**src/rtl/mux8_sel_sequencer_pkg.sv**
```systemverilog
// mux8_seq_pkg: shared types, sizes and LFSR step for the mux8 select sequencer
package mux8_seq_pkg;
  typedef enum logic {IDLE, SCAN} seq_state_t;
  localparam int SEL_W = 3;
  localparam int DEPTH = 8;
  localparam int CNT_W = 4;
  localparam logic [7:0] LFSR_TAPS = 8'hB8;
  function automatic logic [7:0] lfsr_step(input logic [7:0] l);
    return {l[6:0], ^(l & LFSR_TAPS)};
  endfunction
endpackage

```
**src/rtl/mux8_sel_sequencer_if.sv**
```systemverilog
// mux8_sel_sequencer_if: bank write port, scan control and output stream of the sequencer
interface mux8_sel_sequencer_if #(parameter int N = 64);
  import mux8_seq_pkg::*;
  logic wr_valid, wr_ready;
  logic [SEL_W-1:0] wr_addr;
  logic [N-1:0] wr_data;
  logic start, rand_mode;
  logic [SEL_W-1:0] start_sel;
  logic [CNT_W-1:0] len_m1;
  logic out_valid, out_ready, out_last, busy;
  logic [N-1:0] out_data;
  logic [SEL_W-1:0] out_sel;
  modport master(
    output wr_valid, wr_addr, wr_data, start, start_sel, len_m1, rand_mode, out_ready,
    input wr_ready, out_valid, out_data, out_sel, out_last, busy
  );
  modport slave(
    input wr_valid, wr_addr, wr_data, start, start_sel, len_m1, rand_mode, out_ready,
    output wr_ready, out_valid, out_data, out_sel, out_last, busy
  );
endinterface

```
**src/rtl/mux8_sel_sequencer_mux.sv**
```systemverilog
// testmux8: plain combinational 8:1 mux of N-bit words
module testmux8 #(parameter int N = 64) (
  input  logic [N-1:0] d [8],
  input  logic [2:0]   sel,
  output logic [N-1:0] y
);
  assign y = d[sel];
endmodule

```
**src/rtl/mux8_sel_sequencer.sv**
```systemverilog
// mux8_sel_sequencer: loads an 8-entry bank, then streams a handshaked select scan through testmux8.
// Define LFSR_SEL_EN to allow LFSR-driven select stepping via rand_mode.
module mux8_sel_sequencer
  import mux8_seq_pkg::*;
#(
  parameter int N = 64,
  parameter logic [7:0] SEED = 8'hA5
) (
  input logic clk,
  input logic rst_n,
  mux8_sel_sequencer_if.slave bus
);
  seq_state_t state;
  logic [SEL_W-1:0] sel, nxt_sel;
  logic [CNT_W-1:0] cnt;
  logic [N-1:0] bank [DEPTH];
  logic hs;
  assign hs = state == SCAN && bus.out_ready;
`ifdef LFSR_SEL_EN
  logic [7:0] lfsr, lfsr_nxt;
  assign lfsr_nxt = lfsr_step(lfsr);
  assign nxt_sel = bus.rand_mode ? lfsr_nxt[SEL_W-1:0] : sel + SEL_W'(1);
  // only ever seeded by reset so successive scans continue the sequence
  always_ff @(posedge clk or negedge rst_n)
    if (!rst_n) lfsr <= SEED;
    else if (hs && bus.rand_mode) lfsr <= lfsr_nxt;
`else
  assign nxt_sel = sel + SEL_W'(1);
`endif
  always_ff @(posedge clk or negedge rst_n)
    if (!rst_n) begin
      state <= IDLE;
      sel <= '0;
      cnt <= '0;
      for (int i = 0; i < DEPTH; i++) bank[i] <= '0;
    end else if (state == IDLE) begin
      if (bus.wr_valid) bank[bus.wr_addr] <= bus.wr_data;
      if (bus.start) begin
        state <= SCAN;
        sel <= bus.start_sel;
        cnt <= bus.len_m1;
      end
    end else if (hs) begin
      sel <= nxt_sel;
      cnt <= cnt - CNT_W'(1);
      if (cnt == '0) state <= IDLE;
    end
  assign bus.wr_ready = state == IDLE;
  assign bus.busy = state != IDLE;
  assign bus.out_valid = state == SCAN;
  assign bus.out_last = state == SCAN && cnt == '0;
  assign bus.out_sel = sel;
  testmux8 #(.N(N)) u_mux (.d(bank), .sel(sel), .y(bus.out_data));
endmodule
```
**src/flat_wrapper.sv**
```systemverilog
// flat-port wrapper written by rule: the top's interface ports become plain ports
module mux8_sel_sequencer_flat import mux8_seq_pkg::*;
#(
  parameter int N = 64,
  parameter logic [7:0] SEED = 8'hA5
)
  (clk, rst_n, bus_wr_valid, bus_wr_addr, bus_wr_data, bus_start, bus_start_sel, bus_len_m1, bus_rand_mode, bus_out_ready, bus_wr_ready, bus_out_valid, bus_out_data, bus_out_sel, bus_out_last, bus_busy);
  mux8_sel_sequencer_if #(.N(N)) bus_i ();
  input logic clk;
  input logic rst_n;
  input wire logic [$bits(bus_i.wr_valid)-1:0] bus_wr_valid;
  input wire logic [$bits(bus_i.wr_addr)-1:0] bus_wr_addr;
  input wire logic [$bits(bus_i.wr_data)-1:0] bus_wr_data;
  input wire logic [$bits(bus_i.start)-1:0] bus_start;
  input wire logic [$bits(bus_i.start_sel)-1:0] bus_start_sel;
  input wire logic [$bits(bus_i.len_m1)-1:0] bus_len_m1;
  input wire logic [$bits(bus_i.rand_mode)-1:0] bus_rand_mode;
  input wire logic [$bits(bus_i.out_ready)-1:0] bus_out_ready;
  output wire logic [$bits(bus_i.wr_ready)-1:0] bus_wr_ready;
  output wire logic [$bits(bus_i.out_valid)-1:0] bus_out_valid;
  output wire logic [$bits(bus_i.out_data)-1:0] bus_out_data;
  output wire logic [$bits(bus_i.out_sel)-1:0] bus_out_sel;
  output wire logic [$bits(bus_i.out_last)-1:0] bus_out_last;
  output wire logic [$bits(bus_i.busy)-1:0] bus_busy;
  assign bus_i.wr_valid = bus_wr_valid;
  assign bus_i.wr_addr = bus_wr_addr;
  assign bus_i.wr_data = bus_wr_data;
  assign bus_i.start = bus_start;
  assign bus_i.start_sel = bus_start_sel;
  assign bus_i.len_m1 = bus_len_m1;
  assign bus_i.rand_mode = bus_rand_mode;
  assign bus_i.out_ready = bus_out_ready;
  assign bus_wr_ready = bus_i.wr_ready;
  assign bus_out_valid = bus_i.out_valid;
  assign bus_out_data = bus_i.out_data;
  assign bus_out_sel = bus_i.out_sel;
  assign bus_out_last = bus_i.out_last;
  assign bus_busy = bus_i.busy;
  mux8_sel_sequencer #(.N(N), .SEED(SEED)) u_core (.clk(clk), .rst_n(rst_n), .bus(bus_i));
endmodule
```
**config.mk**
```make
export PLATFORM = sky130hd
export DESIGN_NAME = mux8_sel_sequencer_flat
export DESIGN_NICKNAME = d
export VERILOG_FILES = /design/src/rtl/mux8_sel_sequencer_pkg.sv /design/src/rtl/mux8_sel_sequencer_if.sv /design/src/rtl/mux8_sel_sequencer_mux.sv /design/src/rtl/mux8_sel_sequencer.sv /design/src/flat_wrapper.sv
export SDC_FILE = /design/constraint.sdc
export NUM_CORES = 1
export LEC_CHECK = 0
export ABC_AREA = 1
export BUFFER_PORTS_ARGS = -buffer_cell sky130_fd_sc_hd__buf_2
export CAP_MARGIN = 20
export CELL_PAD_IN_SITES_DETAIL_PLACEMENT = 2
export CELL_PAD_IN_SITES_GLOBAL_PLACEMENT = 2
export CORE_UTILIZATION = 36
export CTS_CLUSTER_SIZE = 8
export DETAILED_ROUTE_END_ITERATION = 8
export GPL_TIMING_DRIVEN = 1
export HOLD_SLACK_MARGIN = 0.05
export PLACE_DENSITY_LB_ADDON = 0.1
export REMOVE_ABC_BUFFERS = 1
export SLEW_MARGIN = 5
export SYNTH_ARGS = -nofsm -noshare
export SYNTH_HDL_FRONTEND = slang
export SYNTH_SLANG_ARGS = --single-unit
```
**constraint.sdc**
```tcl
create_clock -name clk -period 1.4 [get_ports clk]
set_input_delay 0.07 -clock clk [delete_from_list [all_inputs] [get_ports clk]]
set_output_delay 0.07 -clock clk [all_outputs]
set_load 0.01 [all_outputs]
```
==> reports/qor.csv <==
stage,metric,value,unit
routing,drtIter0Drc,952,
pwr,totalPowerFinal,71.98,mW
die,ioPinCount,151,
routing,via_count,23470,
yosys,syn_area_per_cell,7.299,µm²
run,drv_cap,0,
yosys,synth_area_leaders,"dfrtp_1, nand2_1, o21ai_0",
final_layout,nNetsFinal,3768,
timing,finalClockSkew,0.02429,ns
critical_path,path_class,flip-flop to output pin,
yosys,ys_types,23,
placement,gp_congestion,0.7827,
routing,detail_route.wirelength,91990,µm
yosys,synth-seq-area-share,0.5196,
global_route,gr-total-overflow,0,
cts,cts_buffers,75,
cts,htreeDepth,3,
run_status,violations,setup timing,
routing,wl_met3,2433,µm
die,core,68710,µm²
placement,dp.cells,4460,
yosys,synthMostInstantiatedCell,nand2_1,
pwr,power_density,2295,nW/µm²
critical_path,critPathLaunchType,flip-flop,
yosys,ys.warnings.count,0,
yosys,synthFlopType,dfrtp_1,
pwr,vdd_drop_max,1.127,mV
timing,fin_crit_sh,1.642,
routing,top_layer_used,met5,
cts,clk_pin_slew,0.05,ns
die,die_height,265.8,µm
final_layout,area_growth,25.25,%
timing,setup_viol,423,
cts,clock_latency,0.63,ns
global_route,grt_pass1_vias,27400,
global_route,grtUsageTotal,0.2684,
critical_path,regToRegSetupSlack,-0.15,ns
yosys,synth-edff-count,0,
global_route,antenna_found_initial,2,
die,die_x,265.8,µm
placement,dp_hpwl,59310,µm
routing,drtAntennaViolNets,0,
routing,dr_wl_met2,46960,µm
yosys,yosysTopAreaCell,dfrtp_1,
final_layout,fin_util,0.4565,
final_layout,final_cells,4630,
placement,place.port_buffers,149,
yosys,netlist_area,25040,µm²
timing,finalHoldViolations,0,
routing,drc,0,
die,start_util,0.3645,
global_route,grt_pass1_wl,149500,µm
yosys,synth-async-reset-ratio,1.000,
run_status,status,"complete, but fails checks",
routing,routedWlPerCell,19.87,µm
yosys,yosys-top-cells-count,"nand2_1, dfrtp_1, o21ai_0",
timing,drv_slew,0,
cts,cts_root_buffer,clkbuf_16,
critical_path,required,1.33,ns
routing,wl_met1,40390,µm
min_path,min_path_type,input pin to flip-flop,
yosys,postSynthCellCount,3431,
critical_path,cp_max_fo,33,
timing,fin_crit,2.298,ns
timing,relSlewSlack,0.7328,
global_route,grt_max_degree,53,
timing,worst_pin_slew,0.4008,ns
cts,clk_path_buf_depth,3,
timing,max_freq,435.1,MHz
yosys,yosysTopAreaCellShare,0.5196,
timing,fin_ws,-0.8983,ns
yosys,ys_ff_latch,520,
timing,rsz0062_at_grt,true,
critical_path,worstPathArrival,2.23,ns
die,dieArea,70630,µm²
cts,cts_sinks,520,
cts,cts_tree,yes,
final_layout,drive_above_1_share,0.1225,
die,rows,96,
routing,drt_first_pass_iters,5,
critical_path,cp-end-kind,output pin,
routing,via_per_inst,5.070,
pwr,leakagePower,16.14,nW
==> state kept, by name, indices dropped and copies added, names as in the netlist <==
| register | flops |
|---|---|
| u_core.bank | 512 |
| u_core.bus.out_sel | 3 |
| u_core.cnt | 4 |
| u_core.bus.busy | 1 |
==> repair_timing <==
item,in CTS,in global routing
hold buffers,75,0
buffers inserted,2,0
gates cloned,2,0
resized for setup,56,36
setup endpoints to repair,487,572
pin swaps,3,2
hold endpoints to repair,1040,0
==> logic make-up after synthesis <==
kind of cell	after synthesis	synth area share
AO/OA/AOI/OAI	522	0.1045
XOR/XNOR	2	0.0006996
adder cells (fa/ha/maj)	3	0.001499
buffers and inverters	545	0.09332
flip-flops	520	0.5196
AND/OR/NAND/NOR	1839	0.2804
==> layer usage <==
metal,up-vias,track usage
met5,-,0
met4,4,0.07922
met3,155,0.03688
met2,308,0.4850
met1,12060,0.3305
li1,10950,-
==> through the flow <==
step | instance area, µm² | hold WS, ns | TNS (ns) | setup slack [ns]
floorplan | 23960 | -0.2256 | -1753.53 | -10.44
global placement | 28230 | -0.005103 | -13.20 | -0.2208
detailed placement | 28230 | 0.004003 | -32.59 | -0.2306
CTS | 31260 | 0.05706 | -74.91 | -0.8884
global route | 31370 | 0.1011 | -113.75 | -0.9741
finish | 31370 | 0.09625 | -69.13 | -0.8983
==> where the power goes <==
part	switching (mW)	internal (mW)	total, mW	leakage, nW
clock network	6.83	9.74	16.6	0.988
registers	3.14	20.9	24.0	6.56
logic	19.5	11.9	31.4	8.59
==> final timing paths <==
kind	startpoint	to	depth (start not counted)
max	u_core.bus.out_sel[0]	bus_out_data[39]	9
min	bus_wr_addr[1]	u_core.bank[24]	4
max reg2reg	u_core.bus.out_sel[0]	u_core.bus.out_sel[1]	5
min reg2reg	u_core.bank[106]	u_core.bank[106]	2
max in group asynchronous	rst_n	u_core.bank[56]	5
min in group asynchronous	rst_n	u_core.bank[503]	3
==> critical path, cell delays in order (launching register included) <==
cell,delay (ns)
dfrtp_4,0.51
buf_12,0.22
buf_12,0.21
nor2_1,0.07
nor2_1,0.12
nand2_1,0.08
nand2_1,0.08
nand2_1,0.06
nand2_1,0.09
buf_2,0.15
==> final cells by class <==
type,instances,area (µm²)
tap,931,1165
clock buffer,84,1953
antenna,1,2.502
inverter,333,1267
fill,7837,37340
sequential,520,13020
multi-input combinational,2366,9864
clock inverter,6,63.81
timing repair buffer,389,4028
==> layout by cell type (no fill, tap or decap), drive strengths merged, types with 3 or more instances in the layout <==
cell type / count
inv: 336
nand4: 3
buf: 314
o21ai: 520
clkinv: 3
clkbuf: 84
ha: 3
dfrtp: 520
nand2: 1496
nor2: 271
dlygate4sd3: 75
nand3: 67
No activity file was read; power rests on OpenSTA's default activity.
